[config.mk]
export PLATFORM = sky130hd
export DESIGN_NAME = tape_punch
export DESIGN_NICKNAME = d
export VERILOG_FILES = /design/src/rtl/tape_punch.sv
export SDC_FILE = /design/constraint.sdc
export NUM_CORES = 1
export LEC_CHECK = 0
export CAP_MARGIN = 20
export CORE_AREA = 2 2 225 393
export DETAILED_ROUTE_END_ITERATION = 10
export DIE_AREA = 0 0 227 395
export PLACE_DENSITY = 0.74
export SETUP_SLACK_MARGIN = 0.15
export SYNTH_ARGS = -nofsm -noshare
export SYNTH_HDL_FRONTEND = slang
export SYNTH_SLANG_ARGS = --single-unit
export TNS_END_PERCENT = 5
[constraint.sdc]
create_clock -name clk -period 3.95 [get_ports clk]
set_input_delay 0.395 -clock clk [delete_from_list [all_inputs] [get_ports clk]]
set_output_delay 0.395 -clock clk [all_outputs]
set_load 0.02 [all_outputs]
[src/rtl/tape_punch.sv]
// -----------------------------------------------------------------------------
// tape_punch -- simulation model of the G-15 paper-tape punch.
//
// While PUNCH_SIGNAL is high the model spins up the punch motor for
// SPINUP_TICKS timebase ticks. It then emits one PUNCH_SYNC pulse per
// character, spaced CHAR_TICKS ticks apart. On the last clock of each sync
// pulse it samples punch_code into a capture FIFO, which the bench drains
// to compare against expected tape images.
//
// Optional feature (compile-time macro TAPE_PUNCH_LEADER_SKIP_EN):
//   When defined, blank leader codes (5'b00000) sampled after each motor
//   start are neither stored nor counted until the first nonzero code.
//
// Ports:
//   clk           system clock
//   rst           synchronous active-high reset
//   tick          one-clock timebase pulse (tick_ms)
//   PUNCH_SIGNAL  computer requests punching
//   punch_code    code bits 1..5 (bit0 = channel 1)
//   PUNCH_SYNC    registered per-character sync back to the computer
//   rd_en         pop one FIFO entry (ignored while empty)
//   rd_data       FIFO head, valid when !empty (0 when empty)
//   empty         FIFO empty
//   count         entries held, 0..DEPTH
//   punched_total characters accepted since reset, saturating
//   overflow      sticky: a character was dropped because the FIFO was full
//   busy          FSM not in IDLE
// -----------------------------------------------------------------------------
module tape_punch #(
  parameter int SPINUP_TICKS = 30,
  parameter int CHAR_TICKS   = 59,
  parameter int SYNC_WIDTH   = 16,
  parameter int DEPTH        = 256
) (
  input  logic                     clk,
  input  logic                     rst,
  input  logic                     tick,
  input  logic                     PUNCH_SIGNAL,
  input  logic [4:0]               punch_code,
  output logic                     PUNCH_SYNC,
  input  logic                     rd_en,
  output logic [4:0]               rd_data,
  output logic                     empty,
  output logic [$clog2(DEPTH):0]   count,
  output logic [15:0]              punched_total,
  output logic                     overflow,
  output logic                     busy
);

  localparam int AW       = $clog2(DEPTH);
  localparam int CW       = AW + 1;
  localparam int TMAX_RAW = (SPINUP_TICKS > CHAR_TICKS) ? SPINUP_TICKS : CHAR_TICKS;
  localparam int TMAX     = (TMAX_RAW < 1) ? 1 : TMAX_RAW;
  localparam int TW       = $clog2(TMAX + 1);
  localparam int SMAX     = (SYNC_WIDTH < 1) ? 1 : SYNC_WIDTH;
  localparam int SW       = $clog2(SMAX + 1);

  localparam logic [TW-1:0] SPIN_LOAD = TW'(SPINUP_TICKS);
  localparam logic [TW-1:0] CHAR_LOAD = TW'(CHAR_TICKS);
  localparam logic [SW-1:0] SYNC_LAST = SW'(SMAX);
  localparam logic [CW-1:0] DEPTH_C   = CW'(DEPTH);

  typedef enum logic [2:0] {IDLE, SPINUP, WAIT, SYNC, STOPPING} state_t;

  state_t          state, state_next;
  logic [TW-1:0]   tick_cnt, tick_cnt_next;
  logic [SW-1:0]   sync_cnt;
  logic            sync_last;
  logic            timer_done;
  logic            sample;
  logic            store_ok;
  logic            wr_req, wr_accept, do_read, full;
  logic [AW-1:0]   wr_ptr, rd_ptr;
  logic [4:0]      mem [DEPTH];

  // The state entered SYNC on the clock where sync_cnt was 0, so a count of
  // SYNC_WIDTH marks the last of SYNC_WIDTH+1 state clocks; PUNCH_SYNC is
  // high on the final SYNC_WIDTH of them.
  assign sync_last  = (state == SYNC) && (sync_cnt == SYNC_LAST);
  assign timer_done = (tick_cnt == '0) || (tick && (tick_cnt == TW'(1)));

  // NOTE: every variable of a combinational block gets a default before the
  // case, so no path leaves it unassigned and no latch is inferred.
  always_comb begin
    state_next    = state;
    tick_cnt_next = tick_cnt;
    sample        = 1'b0;
    unique case (state)
      IDLE: begin
        if (PUNCH_SIGNAL) begin
          state_next    = SPINUP;
          tick_cnt_next = SPIN_LOAD;
        end
      end
      SPINUP, WAIT: begin
        if (!PUNCH_SIGNAL) begin
          // A drop before the first sync punches nothing; a drop between
          // characters still passes through STOPPING.
          state_next = (state == SPINUP) ? IDLE : STOPPING;
        end else if (timer_done) begin
          state_next = SYNC;
        end else if (tick) begin
          tick_cnt_next = tick_cnt - TW'(1);
        end
      end
      SYNC: begin
        if (sync_last) begin
          sample = 1'b1;
          if (PUNCH_SIGNAL) begin
            state_next    = WAIT;
            tick_cnt_next = CHAR_LOAD;
          end else begin
            state_next = STOPPING;
          end
        end
      end
      STOPPING: state_next = IDLE;
      default:  state_next = IDLE;
    endcase
  end

  // NOTE: sequential state uses non-blocking assignments so every register
  // samples pre-edge values regardless of statement order.
  always_ff @(posedge clk) begin
    if (rst) begin
      state      <= IDLE;
      tick_cnt   <= '0;
      sync_cnt   <= '0;
      PUNCH_SYNC <= 1'b0;
    end else begin
      state      <= state_next;
      tick_cnt   <= tick_cnt_next;
      sync_cnt   <= ((state == SYNC) && !sync_last) ? sync_cnt + SW'(1) : '0;
      PUNCH_SYNC <= (state == SYNC) && !sync_last;
    end
  end

`ifdef TAPE_PUNCH_LEADER_SKIP_EN
  // Armed at every motor start, disarmed by the first nonzero code.
  logic leader_q;

  always_ff @(posedge clk) begin
    if (rst) begin
      leader_q <= 1'b0;
    end else if ((state == IDLE) && PUNCH_SIGNAL) begin
      leader_q <= 1'b1;
    end else if (sample && (punch_code != 5'd0)) begin
      leader_q <= 1'b0;
    end
  end

  assign store_ok = !(leader_q && (punch_code == 5'd0));
`else
  assign store_ok = 1'b1;
`endif

  assign wr_req    = sample && store_ok;
  assign empty     = (count == '0);
  assign full      = (count == DEPTH_C);
  assign do_read   = rd_en && !empty;
  // A read in the same clock frees the slot, so a full FIFO still accepts.
  assign wr_accept = wr_req && (!full || do_read);

  always_ff @(posedge clk) begin
    if (rst) begin
      wr_ptr        <= '0;
      rd_ptr        <= '0;
      count         <= '0;
      punched_total <= '0;
      overflow      <= 1'b0;
    end else begin
      if (wr_accept) wr_ptr <= wr_ptr + AW'(1);
      if (do_read)   rd_ptr <= rd_ptr + AW'(1);
      unique case ({wr_accept, do_read})
        2'b10:   count <= count + CW'(1);
        2'b01:   count <= count - CW'(1);
        default: count <= count;
      endcase
      if (wr_accept && (punched_total != 16'hFFFF))
        punched_total <= punched_total + 16'd1;
      if (wr_req && !wr_accept)
        overflow <= 1'b1;
    end
  end

  // NOTE: the storage array has no reset; the pointers and count define
  // which entries are valid, and rd_data is forced to 0 while empty.
  always_ff @(posedge clk) begin
    if (wr_accept) mem[wr_ptr] <= punch_code;
  end

  assign rd_data = empty ? 5'd0 : mem[rd_ptr];
  assign busy    = (state != IDLE);

endmodule

-- Word-level counts from Yosys, hierarchy flattened
Memories as Yosys holds them, arrays and structs flattened. A register that Yosys moved wholly into a read port is not among the register bits.
Index checks and enable logic that the tools add are counted.
- reductions and logical operators: 23
- $add $sub $neg: 7
- equal/unequal tests: 16
- muxes and demuxes: 22
- bitwise logic cells: 1
- operators by type and width (operator ; count):
    two-way mux 6 bit ; 6
    two-way mux 3 bit ; 6
    case mux 6 bit (3 select lines) ; 1
    case mux 9 bit (2 select lines) ; 1
    adder 16 x 1 -> 16 bit, second input constant ; 1
    adder 8 x 1 -> 8 bit, second input constant ; 2
    two-way mux 8 bit ; 2
    != test 16 bit, second input constant ; 1
    != test 2 bit, second input constant ; 6
    adder 9 x 1 -> 9 bit, second input constant ; 1
    equality test 9 bit, second input constant ; 1
    zero test 9 bit ; 1
    case mux 3 bit (3 select lines) ; 1
    subtractor 9 x 1 -> 9 bit, second input constant ; 1
    logical AND 1 bit ; 7
    AND reduction 7 bit ; 1
    equality test 3 x 2 -> 1 bit, second input constant ; 2
    equality test 6 x 1 -> 1 bit, second input constant ; 1
    zero test 6 bit ; 1
    nonzero test 3 bit ; 2
    subtractor 6 x 1 -> 6 bit, second input constant ; 1
    adder 5 x 1 -> 5 bit, second input constant ; 1
    equality test 5 bit, second input constant ; 1
    two-way mux 5 bit ; 1
    other kinds (12) ; 20
- memory bits (writable): 1280
- bits of input ports: 10
- memories kept: 1
- register bits: 57
- memory list (name ; words ; bits a word ; rd ports ; clocked after Yosys merged registers in ; write ports ; RTL line ; text):
    mem ; 256 ; 5 ; 1 ; 1 ; 1 ; 74 ; logic [4:0] mem [DEPTH];

-- Logic depth before layout (Yosys ltp)
- depth in word-level cells: 7
- gate-level depth with buffers: 13
- gate-level depth less buffers: 13

-- Worst setup path after synthesis
Ideal clock, no wire load.
- path type: flip-flop to flip-flop
- start point: register count[4]
- end point: register count[8]
- data required time: 3.869 ns
- clock period less this slack: 3.370 ns
- setup slack: 0.580 ns
- arrival time: 3.289 ns
- path buffers: 1
- stages on the path, launching flop included: 13
- path through: dfxtp_1 or4_1 o31a_1 buf_2 nand2_1 inv_1 ha_1 nor2b_1 o21ai_0 a21oi_1 o21a_1 or4_1 a41oi_1
- longest elaborated chain between the ends: 7
- elaborated cells between the ends (all ways): 13
- classes of those cells: add/sub (2); eq/ne (3); mux (1); reduce/logical (7)
- ends and longest elaborated chain (element ; RTL line ; text):
    start, declared ; 44 ; output logic [$clog2(DEPTH):0] count,
    start signal, assigned ; 175 ; 2'b10: count <= count + CW'(1);
    start signal, assigned ; 176 ; 2'b01: count <= count - CW'(1);
    start signal, assigned ; 177 ; default: count <= count;
    branches (longest 7 deep; another with subtractor 9 x 1 -> 9 bit) ; - ;
Parallel ways; which one is timed is not known.
A chain may end at the register's enable or synchronous reset.

==> metrics <==
vias post-DR approximately 27000; number of nets in the final layout just under 3000; largest driver fanout on the critical path 15; ports placed on the boundary 44; worst hold path type in -> reg; final sum of negative setup slack 0 ns; cell accounting for the most synthesized area sky130_fd_sc_hd__edfxtp_1; number of stages on the worst hold path 1; critical-path cell list buf_12 -> buf_16 -> buf_16 -> mux4_2 -> mux2i_1 -> o21ai_1 -> nand4_1 -> nand4_1 -> buf_2; Req. time, crit path 3.56 ns; post-synth design cell area approximately 53000 µm²; worst-case register-to-register setup slack roughly 0.27 ns; aggregate global routing overflow 0; number of antenna violations at the first check in global routing 1; number of warning messages in the yosys log 0; Slew HR 0.249; mean routed wirelength per cell about 31 µm; delay of the slowest critical-path stage between 0.5 and 0.6 ns; MaxCap Viol Count 0; sequential area share after synthesis 0.749; kind of critical path reg -> out; gp weighted congestion roughly 0.92; number of global-route vias before repair between 20000 and 30000; part of the cycle the worst path needs 0.974; combined flip-flop and latch cell area a little under 40000 µm²; outcome finished clean; maximum clock skew at final layout 0.0339 ns; count of different cell masters after synthesis 70; top cells by area in the synthesized netlist sky130_fd_sc_hd__edfxtp_1, sky130_fd_sc_hd__mux4_2, sky130_fd_sc_hd__dfxtp_1; GR Util All Layers 0.293; die boundary width 227 µm; slowest cell on the critical path sky130_fd_sc_hd__mux4_2; drt initial violations approximately 3000; total half-perimeter wirelength after legalization and detailed placement between 80 and 90 mm; hold buffer count at cts 0; kind of end point of the critical path primary output; non-filler cells, final between 4000 and 5000; source of the worst hold timing path punch_code[1]; depth of the CTS H-tree 3; clk sink count 1345; total clock buffers created by CTS between 100 and 150; port buffer count 43; Max Clk Rate around 260 MHz; number of max-slew violations in the final report 0; maximum vdd ir drop about 430 µV; Ant. Diodes 0; data arrival time at the worst-slack endpoint roughly 3.5 ns; Clock Pin Slew Worst Setup and Hold Paths ~0.060 ns; final routed wirelength across all metal layers 128 mm; Synth async-reset ratio 0; reg-to-reg startpoint count[4]; number of detailed-route iterations in the first pass 6; Post-synth EDFFs 1280; Least-Margin Pin Slew 1.12 ns; Tmin final a little under 4 ns; launching element type of the critical path flop; pin count of the biggest net entering global routing between 100 and 150; Core Util, Final 0.690; Post-Place Worst Slack just over 0.1 ns; worst hold slack across all endpoints 0.216 ns; post-synthesis net count about 2800; effective utilization at floorplan 0.613; logic depth of the worst register-to-register path 11; setup-violating endpoint count in the final report 0; power density over the cells 548 nW/µm²; area occupied by multi-input gates ~13000 µm²; dpl cell area roughly 55000 µm²; final-report hold violation count 0; area grow syn2layout 12.6%; clk_lat worst skew around 0.74 ns; TritonCTS clock tree yes; per-cell via count in the routed design about 6.6; setup repair after global routing missed its margin true; Tot Pwr 32.8 mW; FF+latch count, synth around 1300; static leakage roughly 18 nW; Routed Antenna Nets 0; number of buffers between clock root and the deepest sink 3; fraction of layout instances using a drive strength above 1 0.251; CTS Root Buffer Type sky130_fd_sc_hd__clkbuf_16; Filler cells about 5400; cell count after synthesis around 2700; Non-Filler Cell Area, Final ~60000 µm²; mean instance size in the synthesized netlist about 19 µm²; area share of the largest cell type after synthesis 0.724; vertical die dimension around 400 µm; post-detailed-route DRC marker count 0; die footprint between 80000 and 90000 µm²; global-route wire length before repair approximately 190 mm; number of standard-cell rows in the floorplan approximately 140; Core Footprint 86600 µm²; number of cells in the design after placement about 4000; PnR worst setup slack roughly 0.1 ns; most common flop cell mapped by yosys sky130_fd_sc_hd__edfxtp_1
-- power by group --
part           total [mW]  leakage [nW]  switching (mW)  internal, mW
Clock                10.7          1.70            4.97          5.69
Combinational        6.33          4.45            3.16          3.17
Sequential           15.8          12.0           0.111          15.7
-- flip-flops by register name (all words and copies together) (netlist names), named ones only --
signal,count
mem,1280
punched_total,16
count,9
rd_ptr,8
wr_ptr,8
tick_cnt,6
sync_cnt,5
state,3
PUNCH_SYNC,1
overflow,1
-- cells in the final DEF (no fill, tap or decap), types with 24 or more instances in the layout --
master and instances:
sky130_fd_sc_hd__edfxtp_1 1280, sky130_fd_sc_hd__nor2_1 320, sky130_fd_sc_hd__mux4_2 303, sky130_fd_sc_hd__buf_4 133, sky130_fd_sc_hd__clkbuf_16 115, sky130_fd_sc_hd__nand2_1 72
sky130_fd_sc_hd__dfxtp_1 61, sky130_fd_sc_hd__nand3_1 45, sky130_fd_sc_hd__mux2i_1 43, sky130_fd_sc_hd__a22oi_1 40, sky130_fd_sc_hd__o22ai_1 32, sky130_fd_sc_hd__clkdlybuf4s50_1 32
sky130_fd_sc_hd__a21oi_1 26, sky130_fd_sc_hd__clkinv_2 24, sky130_fd_sc_hd__clkinv_1 24, sky130_fd_sc_hd__buf_12 24
-- repair_timing --
item | 4_1_cts | 5_1_grt
gates cloned | 6 | 0
gates resized for setup | 83 | 28
pin swaps | 4 | 7
setup endpoints to repair | 5 | 6
buffers inserted | 12 | 28
-- worst max-delay path: cells and delay by family, from the launching register on --
| kind | cells | cell delay (ns) |
|---|---|---|
| muxes | 2 | 0.94 |
| buffers and inverters | 4 | 0.70 |
| DFF | 1 | 0.46 |
| and+or+nand+nor | 2 | 0.45 |
| AOI/OAI and AO/OA | 1 | 0.17 |
-- area by class of cell --
type                       instances  area share
sequential                      1345       0.665
inverter                          17     0.00107
tap                             1160      0.0243
timing repair buffer             218      0.0384
clock inverter                    72     0.00875
multi-input combinational       1214       0.213
clock buffer                     137      0.0497
-- final timing paths --
kind | to
max | rd_data[4]
max reg2reg | count[8]
min | mem[64][1]
min reg2reg | sync_cnt[0]
-- per-layer routing --
layer	global-route usage	vias up	part of all wire
li1	-	11470	-
met1	0.345	14193	0.33
met2	0.508	1343	0.53
met3	0.0486	362	0.074
met4	0.169	2	0.067
met5	0	-	0.00013
-- cells by family (layout without fill, tap and decap cells) --
kind of cell / Yosys count / in the layout / synth area share
DFF: 1345 / 1345 / 0.749
and+or+nand+nor: 579 / 579 / 0.0492
adders and majority gates: 19 / 19 / 0.00462
buffers and inverters: 171 / 444 / 0.0181
muxes: 378 / 378 / 0.146
AOI/OAI and AO/OA: 210 / 210 / 0.0283
xor gates and xnor gates: 28 / 28 / 0.00462
-- cells in the mapped netlist (all sizes together) (12+ instances only) --
cell    number
a221oi      12
nor2b       17
o21ai       17
a21oi       28
dfxtp       65
xor2        13
o22ai       42
edfxtp    1280
mux4       313
mux2        14
buf         85
nor3        14
a211oi      14
nand2       73
clkbuf      69
or3         16
nor4        15
nand4       17
ha          18
nor2       326
mux2i       51
nand3       49
xnor2       15
inv         17
a22oi       54
Note: power is estimated with default switching activity, not from simulation.
